[src/rtl/fetch_pc_unit.sv]
// fetch_pc_unit: PC owner and single-outstanding fetch sequencer; define FETCH_PERF_CNT_EN for retired/stall counters
module fetch_pc_unit #(
   parameter logic [31:0] RESET_PC  = 32'h0000_0000,
   parameter logic [31:0] NOP_INSTR = 32'h0000_0013
) (
   input  logic        clk,
   input  logic        reset,
   output logic        imem_req,
   output logic [31:0] imem_addr,
   input  logic        imem_rvalid,
   input  logic [31:0] imem_rdata,
   output logic [31:0] instr,
   output logic        instr_valid,
   output logic [31:0] instr_pc,
   output logic [31:0] pc_plus4,
   input  logic        core_ready,
   input  logic [1:0]  PCSrc,
   input  logic [31:0] ImmExt,
   input  logic [31:0] ALUResult,
   output logic        misalign_fault,
   output logic [31:0] fault_pc
`ifdef FETCH_PERF_CNT_EN
   ,
   output logic [31:0] retired_count,
   output logic [31:0] stall_count
`endif
);
   localparam logic [2:0] S_IDLE  = 3'd0;
   localparam logic [2:0] S_REQ   = 3'd1;
   localparam logic [2:0] S_WAIT  = 3'd2;
   localparam logic [2:0] S_VALID = 3'd3;
   localparam logic [2:0] S_FAULT = 3'd4;
   logic [2:0]  r_state;
   logic [31:0] r_pc, r_instr, r_instr_pc, r_pc_plus4, r_fault_pc, w_target;
   logic        r_instr_valid, r_fault, w_accept, w_misalign;
   always_comb begin
      w_target   = (PCSrc == 2'b01) ? r_pc + ImmExt :
                   (PCSrc == 2'b10) ? (ALUResult & 32'hFFFF_FFFE) : r_pc + 32'd4;
      w_accept   = (r_state == S_VALID) && r_instr_valid && core_ready;
      w_misalign = |w_target[1:0];
   end
   assign imem_req       = (r_state == S_REQ);
   assign imem_addr      = (r_state == S_REQ) ? r_pc : 32'd0;
   assign instr          = r_instr;
   assign instr_valid    = r_instr_valid;
   assign instr_pc       = r_instr_pc;
   assign pc_plus4       = r_pc_plus4;
   assign misalign_fault = r_fault;
   assign fault_pc       = r_fault_pc;
   always_ff @(posedge clk) begin
      if (reset) begin
         r_state       <= S_IDLE;
         r_pc          <= RESET_PC;
         r_instr       <= NOP_INSTR;
         r_instr_valid <= 1'b0;
         r_instr_pc    <= 32'd0;
         r_pc_plus4    <= 32'd0;
         r_fault       <= 1'b0;
         r_fault_pc    <= 32'd0;
      end else begin
         case (r_state)
            S_IDLE: r_state <= S_REQ;
            S_REQ:  r_state <= S_WAIT;
            S_WAIT: if (imem_rvalid) begin
               r_instr       <= imem_rdata;
               r_instr_pc    <= r_pc;
               r_pc_plus4    <= r_pc + 32'd4;
               r_instr_valid <= 1'b1;
               r_state       <= S_VALID;
            end
            S_VALID: if (w_accept) begin
               r_instr_valid <= 1'b0;
               r_instr       <= NOP_INSTR;
               // a misaligned target leaves pc pointing at the faulting instruction
               if (w_misalign) begin
                  r_fault    <= 1'b1;
                  r_fault_pc <= w_target;
                  r_state    <= S_FAULT;
               end else begin
                  r_pc    <= w_target;
                  r_state <= S_REQ;
               end
            end
            S_FAULT: r_state <= S_FAULT;
            default: r_state <= S_IDLE;
         endcase
      end
   end
`ifdef FETCH_PERF_CNT_EN
   logic [31:0] r_retired, r_stall;
   assign retired_count = r_retired;
   assign stall_count   = r_stall;
   always_ff @(posedge clk) begin
      if (reset) begin
         r_retired <= 32'd0;
         r_stall   <= 32'd0;
      end else begin
         if (w_accept && !w_misalign)
            r_retired <= r_retired + 32'd1;
         if ((r_state == S_WAIT && !imem_rvalid) || (r_state == S_VALID && !core_ready))
            r_stall <= r_stall + 32'd1;
      end
   end
`endif
endmodule

[config.mk]
export PLATFORM = sky130hd
export DESIGN_NAME = fetch_pc_unit
export DESIGN_NICKNAME = d
export VERILOG_FILES = /design/src/rtl/fetch_pc_unit.sv
export SDC_FILE = /design/constraint.sdc
export NUM_CORES = 1
export LEC_CHECK = 0
export ABC_AREA = 1
export CAP_MARGIN = 20
export CORE_ASPECT_RATIO = 1.5
export CORE_MARGIN = 10
export CORE_UTILIZATION = 43
export DETAILED_ROUTE_END_ITERATION = 10
export DONT_BUFFER_PORTS = 1
export SLEW_MARGIN = 20
export SYNTH_ARGS = -nofsm -noshare
export SYNTH_HDL_FRONTEND = slang
export SYNTH_SLANG_ARGS = --single-unit
[constraint.sdc]
create_clock -name clk -period 2.8 [get_ports clk]
set_clock_uncertainty 0.1 [all_clocks]
set_input_delay 0.56 -clock clk [delete_from_list [all_inputs] [get_ports clk]]
set_output_delay 0.56 -clock clk [all_outputs]
set_load 0.02 [all_outputs]
==> results.yml, run 1 <==
worst_setup_path:
  reg2reg_depth: 12
  startpoint_type: "flop"
  worst_path_largest_cell_delay_ns: 0.34
  end_kind: "output port"
  reg2reg_from: "r_pc[0]"
  crit_start: "r_state[0]"
  critPathMaxFanout: 12
  path_class: "reg2out"
  critPathSlowestCell: "dfxtp_1"
  r2r-end: "r_pc[6]"
  crit_chain: "inv_1 -> nor3_1 -> buf_4 -> inv_1 -> buf_4 -> nor2_1 -> buf_4"
  arrival_ns: 1.88
  endpoint: "imem_addr[23]"
  critPathRequiredTime_ns: 2.14
  regToRegSetupSlack_ns: 0.27
  cp_common_cell: "buf_4"
clocking:
  hold_buffers: 0
  cts_tree: "done"
  cts_buffers: 17
  cts-htree-levels: 4
  post_cts_buffers: 0
  clock_sinks: 163
  cts_buffer_depth: 2
  insertion_delay_ns: 0.44
  clk_pin_slew_ns: 0.07
  clockRootBuffer: "clkbuf_16"
  cts.repair.resized: 0
routing:
  viasPerCell: 5.22
  ant_nets: 0
  vias: 9977
  wl_per_cell_um: 19.3
  initialDrtViolationCount: 586
  drc: 0
  dr.pass1.iters: 5
  routed_wl_um: 36900
global_routing:
  gr-total-overflow: 0
  grt_pass1_wl_um: 55400
  grt_pass1_vias: 9627
  antenna_found_initial: 3
  grt_max_degree: 108
  gr-usage-all-layers_pct: 24.6
synthesis:
  syn_inst: 1605
  synthArstFlopShare_pct: 0
  ys_ff_latch: 163
  syn_nets: 1740
  synth_seq_area_share_pct: 33.0
  synth_edf_count: 0
  ys_warn_count: 0
  synth_cell_type_count: 44
  synth_area_sq_mm: 0.00987
  synth_top_area_share_pct: 33.0
  ys_top_cells_by_area: "dfxtp_1 33%, nand2_1 16%, inv_1 10%, nor2_1 7.9%, a21oi_1 6.5%"
  syn_area_per_cell_sq_um: 6.15
  yosys.area.top_type: "dfxtp_1"
  ys.flop_type: "dfxtp_1"
timing:
  period_share_pct: 90.7
  setup_tns_ns: 0
  final-hold-violation-count: 0
  worst_hold_slack_ns: 0.154
  relSlewSlack_pct: 39.8
  slew_viol_final: 0
  setup_viol: 0
  fin_crit_ns: 2.54
  worst_pin_slew_ns: 0.902
  fmax_mhz: 394
  rsz0062_at_grt: "no"
job:
  cap_viol_max_count: 0
power:
  clock_power_share_pct: 38.7
  p_switching_uw: 2000
  powerDensity_mw_per_mm2: 559
  p_int_uw: 4140
  vdd_drop_max_uv: 481
  pwr-share-seq_pct: 47.5
  pwr-share-comb_pct: 13.7
  switching_share_pct: 32.6
  power.leakage_uw: 0.00550
die:
  die_area_sq_mm: 0.0296
  start_util_pct: 44.0
  core_sq_mm: 0.0225
  die_w_um: 144
  die_h_um: 206
  num_io_pins: 265
  floorplan.rows: 67
final_layout:
  drive_above_1_share_pct: 6.74
  synthToLayoutAreaGrowth_pct: 11.1
  fillers: 2392
  nets: 1754
placement:
  gp_congestion: 0.973
  dpl.hpwl_um: 29500
  portBuffers: 0
run_status:
  status: "finished clean"
worst_hold_path:
  min_path_type: "in2reg"
  min-delay-start: "imem_rdata[0]"
[worst min-delay path by stage]
stage | to | slack, ns | cells after the start
2_1_floorplan | r_pc[0] | 0.35 | 2
3_3_place_gp | r_pc[0] | 0.38 | 2
3_5_place_dp | r_pc[0] | 0.38 | 2
4_1_cts | misalign_fault | 0.09 | 1
5_1_grt | fault_pc[0] | 0.13 | 1
6_report | instr[0] | 0.15 | 2
[sequential cells by signal (all words and copies together), names as in the netlist]
name and flops:
instr_pc 32, misalign_fault 1, instr 32, pc_plus4 30, r_state 3, fault_pc 32, instr_valid 1, r_pc 32
[worst max-delay path: cells and delay by family, from the launching register on]
| kind | cells | cell delay, ns |
|---|---|---|
| AND/OR/NAND/NOR | 2 | 0.27 |
| flip-flops | 1 | 0.34 |
| buffers and inverters | 5 | 0.84 |
[cells by family (layout without fill, tap and decap cells)]
logic type / count (synthesis) / after routing / share of synthesized area (%)
DFF: 163 / 163 / 33.0
AOI/OAI and AO/OA: 264 / 264 / 14.7
adders and majority gates: 33 / 33 / 4.26
xor gates and xnor gates: 20 / 20 / 1.77
and+or+nand+nor: 793 / 793 / 32.8
other: 0 / 3 / 0
buffers and inverters: 332 / 359 / 13.4
[area by class of cell]
| cell class | count | area [sq um] | area share [%] |
|---|---|---|---|
| inverter | 270 | 1020 | 9.27 |
| timing repair buffer | 57 | 453 | 4.13 |
| tap | 276 | 345 | 3.15 |
| sequential | 163 | 3260 | 29.7 |
| clock inverter | 12 | 144 | 1.31 |
| clock buffer | 20 | 447 | 4.07 |
| antenna | 3 | 7.51 | 0.0684 |
| multi-input combinational | 1110 | 5290 | 48.3 |
[Yosys cell counts (all sizes together) (17+ instances only)]
cell type,count
nand2,436
inv,270
nor2,212
dfxtp,163
a21oi,129
nand3,112
o21ai,90
ha,32
buf,31
clkbuf,31
nor3,17
xor2,17
[cells in the final DEF (no fill, tap or decap), drive strengths merged, types with 2 or more instances in the layout]
cell type,synthesis,routed
nand2,436,436
inv,270,274
nor2,212,212
dfxtp,163,163
a21oi,129,129
nand3,112,112
o21ai,90,90
buf,31,57
ha,32,32
clkbuf,31,20
xor2,17,17
nor3,17,17
o211ai,13,13
nand4,11,11
a21boi,10,10
a22oi,8,8
o21bai,5,5
o22ai,4,4
diode,0,3
xnor2,3,3
nand3b,3,3
clkinvlp,0,3
clkinv,0,3
a31oi,2,2
bufinv,0,2
[per-stage QoR]
step | cell area (sq um) | cells | util (%) | power (uW) | setup WS, ns
2_1_floorplan | 9870 | 1605 | - | 3560 | 0.447
5_1_grt | 11000 | 1911 | 48.8 | 6420 | 0.0870
3_5_place_dp | 10400 | 1876 | 46.2 | 3810 | 0.160
3_3_place_gp | 10400 | 1876 | 46.2 | 3800 | 0.145
6_report | 11000 | 1911 | 48.8 | 6130 | 0.260
4_1_cts | 11000 | 1908 | 48.8 | 6190 | 0.232
[power by group through the flow]
| stage | logic, uW | clock network [uW] | registers [uW] |
|---|---|---|---|
| after floorplan | 676 | 0 | 2880 |
| after global placement | 823 | 0 | 2970 |
| after detailed placement | 840 | 0 | 2970 |
| after CTS | 844 | 2420 | 2920 |
| after global routing | 963 | 2510 | 2940 |
| final | 842 | 2380 | 2910 |
[per-layer routing]
layer | vias up | part of all wire, % | GRT usage, %
met2 | 330 | 49 | 42.6
li1 | 5069 | - | -
met3 | 49 | 7.7 | 7.29
met5 | - | 0 | 0
met1 | 4529 | 39 | 27.3
met4 | 0 | 3.4 | 10.7
(Power assumes the default switching activity.)
==> run 2, diff against run 1 <==
- SETUP_SLACK_MARGIN: unset -> 0.5
==> results.yml, run 2 (synthesis results as in run 1) <==
final_layout:
  nets: 1769
  final_common_cell: "nand2_1"
  finalNonFillerCells: 1924
  fillers: 2299
  synthToLayoutAreaGrowth_pct: 19.1
  drive_above_1_share_pct: 13.0
  final_cell_mix: "430 x nand2_1, 259 x inv_1, 168 x nor2_1"
routing:
  dr.pass1.iters: 5
  wl_per_cell_um: 19.9
  routed_wl_um: 38300
  initialDrtViolationCount: 602
  viasPerCell: 5.31
  drc: 0
  vias: 10200
  ant_nets: 0
die:
  die_h_um: 206
  start_util_pct: 44.0
  floorplan.rows: 67
  num_io_pins: 265
  die_w_um: 144
  die_area_sq_mm: 0.0296
  core_sq_mm: 0.0225
worst_setup_path:
  regToRegSetupSlack_ns: 0.42
  reg2reg_from: "r_pc[0]"
  end_kind: "flop"
  critPathMaxFanout: 7
  startpoint_type: "flop"
  endpoint: "r_pc[9]"
  arrival_ns: 2.61
  r2r-end: "r_pc[9]"
  crit_start: "r_pc[0]"
  path_class: "reg2reg"
  reg2reg_depth: 13
  critPathRequiredTime_ns: 3.03
placement:
  place_ws_ns: 0.235
  portBuffers: 0
  gp_congestion: 0.963
  dpl.hpwl_um: 29800
  dp.cells: 1878
power:
  power.leakage_uw: 0.00567
  powerDensity_mw_per_mm2: 532
  vdd_drop_max_uv: 523
timing:
  relSlewSlack_pct: 42.9
  worst_pin_slew_ns: 0.856
  fmax_mhz: 420
  fin_crit_ns: 2.38
  setup_viol: 0
  setup_tns_ns: 0
  rsz0062_at_grt: "yes"
  setup_ws_ns: 0.418
  period_share_pct: 85.1
  final-hold-violation-count: 0
  worst_hold_slack_ns: 0.163
  slew_viol_final: 0
run_status:
  status: "finished clean"
global_routing:
  antenna_found_initial: 1
  grt_pass1_wl_um: 55200
  gr-total-overflow: 0
  grt_max_degree: 108
  grt_pass1_vias: 9793
  gr-usage-all-layers_pct: 24.5
job:
  cap_viol_max_count: 0
clocking:
  clock_sinks: 163
  cts_tree: "done"
  cts_buffer_depth: 2
  clk_pin_slew_ns: 0.07
  clockRootBuffer: "clkbuf_16"
  cts-htree-levels: 4
  insertion_delay_ns: 0.44
  cts_buffers: 17
worst_hold_path:
  min_path_type: "in2reg"
[run 2: cell types whose count changed in the layout (fill, tap and decap cells not counted), sizes merged]
cell | previous run | this run
clkbuf | 20 | 25
diode | 3 | 1
clkinv | 3 | 6
bufinv | 2 | 0
buf | 57 | 67
clkinvlp | 3 | 2
[run 2: metal layers]
metal / global-route usage [%] / vias up / wire, um
met4: 9.00 / 0 / 1170
met1: 27.2 / 4715 / 14600
met3: 6.69 / 59 / 2970
met5: 0 / - / 0
met2: 43.6 / 353 / 19600
li1: - / 5096 / -
[run 2: layout make-up]
type / count / area, sq um / share of cell area (%)
Multi-Input combinational cell: 1110 / 5730 / 48.7
Sequential cell: 163 / 3280 / 27.9
Inverter: 270 / 1030 / 8.78
Timing Repair Buffer: 72 / 823 / 7.00
Clock buffer: 20 / 447 / 3.80
Tap cell: 276 / 345 / 2.94
Clock inverter: 12 / 98.8 / 0.841
Antenna cell: 1 / 2.50 / 0.0213
[run 2: worst max-delay path, stage by stage (launching register included)]
cell,delay (ns)
dfxtp_4,0.36
ha_4,0.18
fa_1,0.44
nand2_1,0.08
nand2_1,0.07
a21oi_2,0.18
inv_2,0.08
nor2_4,0.19
nand2_4,0.12
inv_8,0.10
clkbuf_16,0.16
nand3_2,0.08
o211ai_2,0.07
inv_1,0.05
[run 2: per-stage QoR]
step | util, % | power (uW) | instance area (sq um)
after floorplan | - | 3560 | 9880
after global placement | 46.3 | 3810 | 10400
after detailed placement | 46.3 | 3820 | 10400
after CTS | 49.3 | 6080 | 11100
after global routing | 52.3 | 6510 | 11800
final | 52.3 | 6250 | 11800
[run 2: worst min-delay path by stage]
stage | startpoint | endpoint | slack [ns] | cells past startpoint
4_1_cts | reset | pc_plus4[2] | 0.09 | 1
2_1_floorplan | r_pc[0] | r_pc[0] | 0.35 | 2
3_3_place_gp | r_pc[0] | r_pc[0] | 0.36 | 2
6_report | reset | r_state[0] | 0.16 | 1
3_5_place_dp | r_pc[0] | r_pc[0] | 0.38 | 2
5_1_grt | reset | r_state[1] | 0.12 | 1
[run 2: report_power, final]
group	total, uW	switching [uW]	internal (uW)
sequential	2920	401	2520
clock	2210	1040	1180
combinational	1120	716	405
[run 2: what timing repair did]
action	4_1_cts	5_1_grt
gates resized for setup	37	140
endpoints found under the setup margin	80	119
cloned	0	7
hold buffers	0	0
pin swaps	1	12
buffers inserted	0	6
==> run 3, diff against run 2 <==
- CTS_BUF_LIST: unset -> sky130_fd_sc_hd__clkbuf_8
==> results.yml, run 3 (synthesis results as in run 1) <==
routing:
  dr.pass1.iters: 5
  ant_nets: 0
  vias: 10200
  viasPerCell: 5.29
  drc: 0
  initialDrtViolationCount: 610
  routed_wl_um: 38300
  wl_per_cell_um: 19.8
clocking:
  hold_buffers: 0
  cts_buffer_depth: 2
  cts_buffers: 17
  insertion_delay_ns: 0.48
  clockRootBuffer: "clkbuf_8"
  clock_sinks: 163
  cts-htree-levels: 4
  cts_tree: "done"
  clk_pin_slew_ns: 0.10
placement:
  portBuffers: 0
  dpl.hpwl_um: 29800
  gp_congestion: 0.963
  place_ws_ns: 0.235
worst_setup_path:
  r2r-end: "r_pc[12]"
  critPathMaxFanout: 8
  arrival_ns: 2.64
  end_kind: "flop"
  startpoint_type: "flop"
  reg2reg_from: "r_pc[0]"
  critPathRequiredTime_ns: 3.08
  regToRegSetupSlack_ns: 0.44
  reg2reg_depth: 13
  path_class: "reg2reg"
timing:
  setup_viol: 0
  final-hold-violation-count: 0
  setup_ws_ns: 0.440
  setup_tns_ns: 0
  fin_crit_ns: 2.36
  period_share_pct: 84.3
  worst_pin_slew_ns: 0.524
  slew_viol_final: 0
  fmax_mhz: 424
  relSlewSlack_pct: 64.9
  rsz0062_at_grt: "yes"
die:
  die_h_um: 206
  floorplan.rows: 67
  num_io_pins: 265
  start_util_pct: 44.0
  core_sq_mm: 0.0225
  die_w_um: 144
  die_area_sq_mm: 0.0296
final_layout:
  synthToLayoutAreaGrowth_pct: 17.3
  nets: 1776
  final_cell_mix: "430 x nand2_1, 260 x inv_1, 174 x nor2_1"
  drive_above_1_share_pct: 12.9
  final_common_cell: "nand2_1"
  fillers: 2352
worst_hold_path:
  min_path_type: "in2reg"
  holdPathStages: 1
  whs_endpoint: "fault_pc[0]"
  min-delay-start: "reset"
global_routing:
  antenna_found_initial: 2
  gr-total-overflow: 0
  grt_pass1_vias: 9785
  grt_pass1_wl_um: 55600
  grt_max_degree: 108
  gr-usage-all-layers_pct: 24.8
power:
  vdd_drop_max_uv: 474
  powerDensity_mw_per_mm2: 493
  power.leakage_uw: 0.00563
job:
  cap_viol_max_count: 0
run_status:
  status: "finished clean"
## run 3: cell count changes in the layout (fill, tap and decap cells not counted), moves of 3 or more
cell and delta:
buf_6 -5, buf_4 +10, clkbuf_16 -19, nor2_1 +6, nor2_2 -4, clkbuf_8 +17
a21oi_2 -3, a21oi_1 +3
## run 3: repair_timing
action	4_1_cts	5_1_grt
pin swaps	2	11
endpoints found under the setup margin	82	119
cloned	2	5
buffers inserted	3	10
gates resized for setup	75	93
## run 3: worst max-delay path by stage
stage                from            end  cells after the start
5_1_grt           r_pc[0]       r_pc[12]                     13
6_report          r_pc[0]       r_pc[12]                     13
3_5_place_dp    ImmExt[0]    fault_pc[9]                     12
3_3_place_gp    ImmExt[0]       r_pc[21]                     13
2_1_floorplan   ImmExt[0]       r_pc[29]                     14
4_1_cts        r_state[1]  imem_addr[17]                      6
## run 3: stage by stage
stage	hold WS (ns)	utilization (%)	total power [uW]	instance area, sq um	std cells
final	0.101	51.6	5710	11600	1932
after floorplan	0.352	-	3560	9880	1605
after detailed placement	0.377	46.3	3820	10400	1878
after CTS	0.0174	49.3	5580	11100	1915
after global routing	0.0275	51.6	5970	11600	1932
after global placement	0.363	46.3	3810	10400	1878
## run 3: power by group
part	internal (uW)	leakage [uW]	switching [uW]
logic	447	0.00412	744
clock network	647	0.000183	958
registers	2510	0.00133	401
total	3610	0.00563	2100
## run 3: routing by layer
| layer | GRT usage [%] | up-vias | share of wire, % |
|---|---|---|---|
| met4 | 9.33 | 0 | 3.2 |
| met5 | 0 | - | 0 |
| li1 | - | 5115 | - |
| met1 | 27.2 | 4696 | 38 |
| met2 | 44.3 | 348 | 51 |
| met3 | 6.60 | 63 | 7.5 |
## run 3: cell type report
cell class,count,area (sq um),share of cell area [%]
tap,276,345,2.98
multi-input combinational,1110,5690,49.1
sequential,163,3280,28.3
inverter,270,1040,8.94
clock buffer,18,248,2.14
timing repair inverter,1,7.51,0.0648
timing repair buffer,78,867,7.49
clock inverter,14,106,0.918
antenna,2,5.00,0.0432
## run 3: worst max-delay path, cell delays in order (launching register included)
cell and delay [ns]:
dfxtp_4 0.37, ha_4 0.17, fa_1 0.44, nand2_1 0.08, nand2_1 0.07, a21oi_2 0.17, inv_2 0.08, nor2_4 0.19
nand2_4 0.12, inv_8 0.10, buf_12 0.14, nand3_2 0.07, o211ai_1 0.09, inv_1 0.06
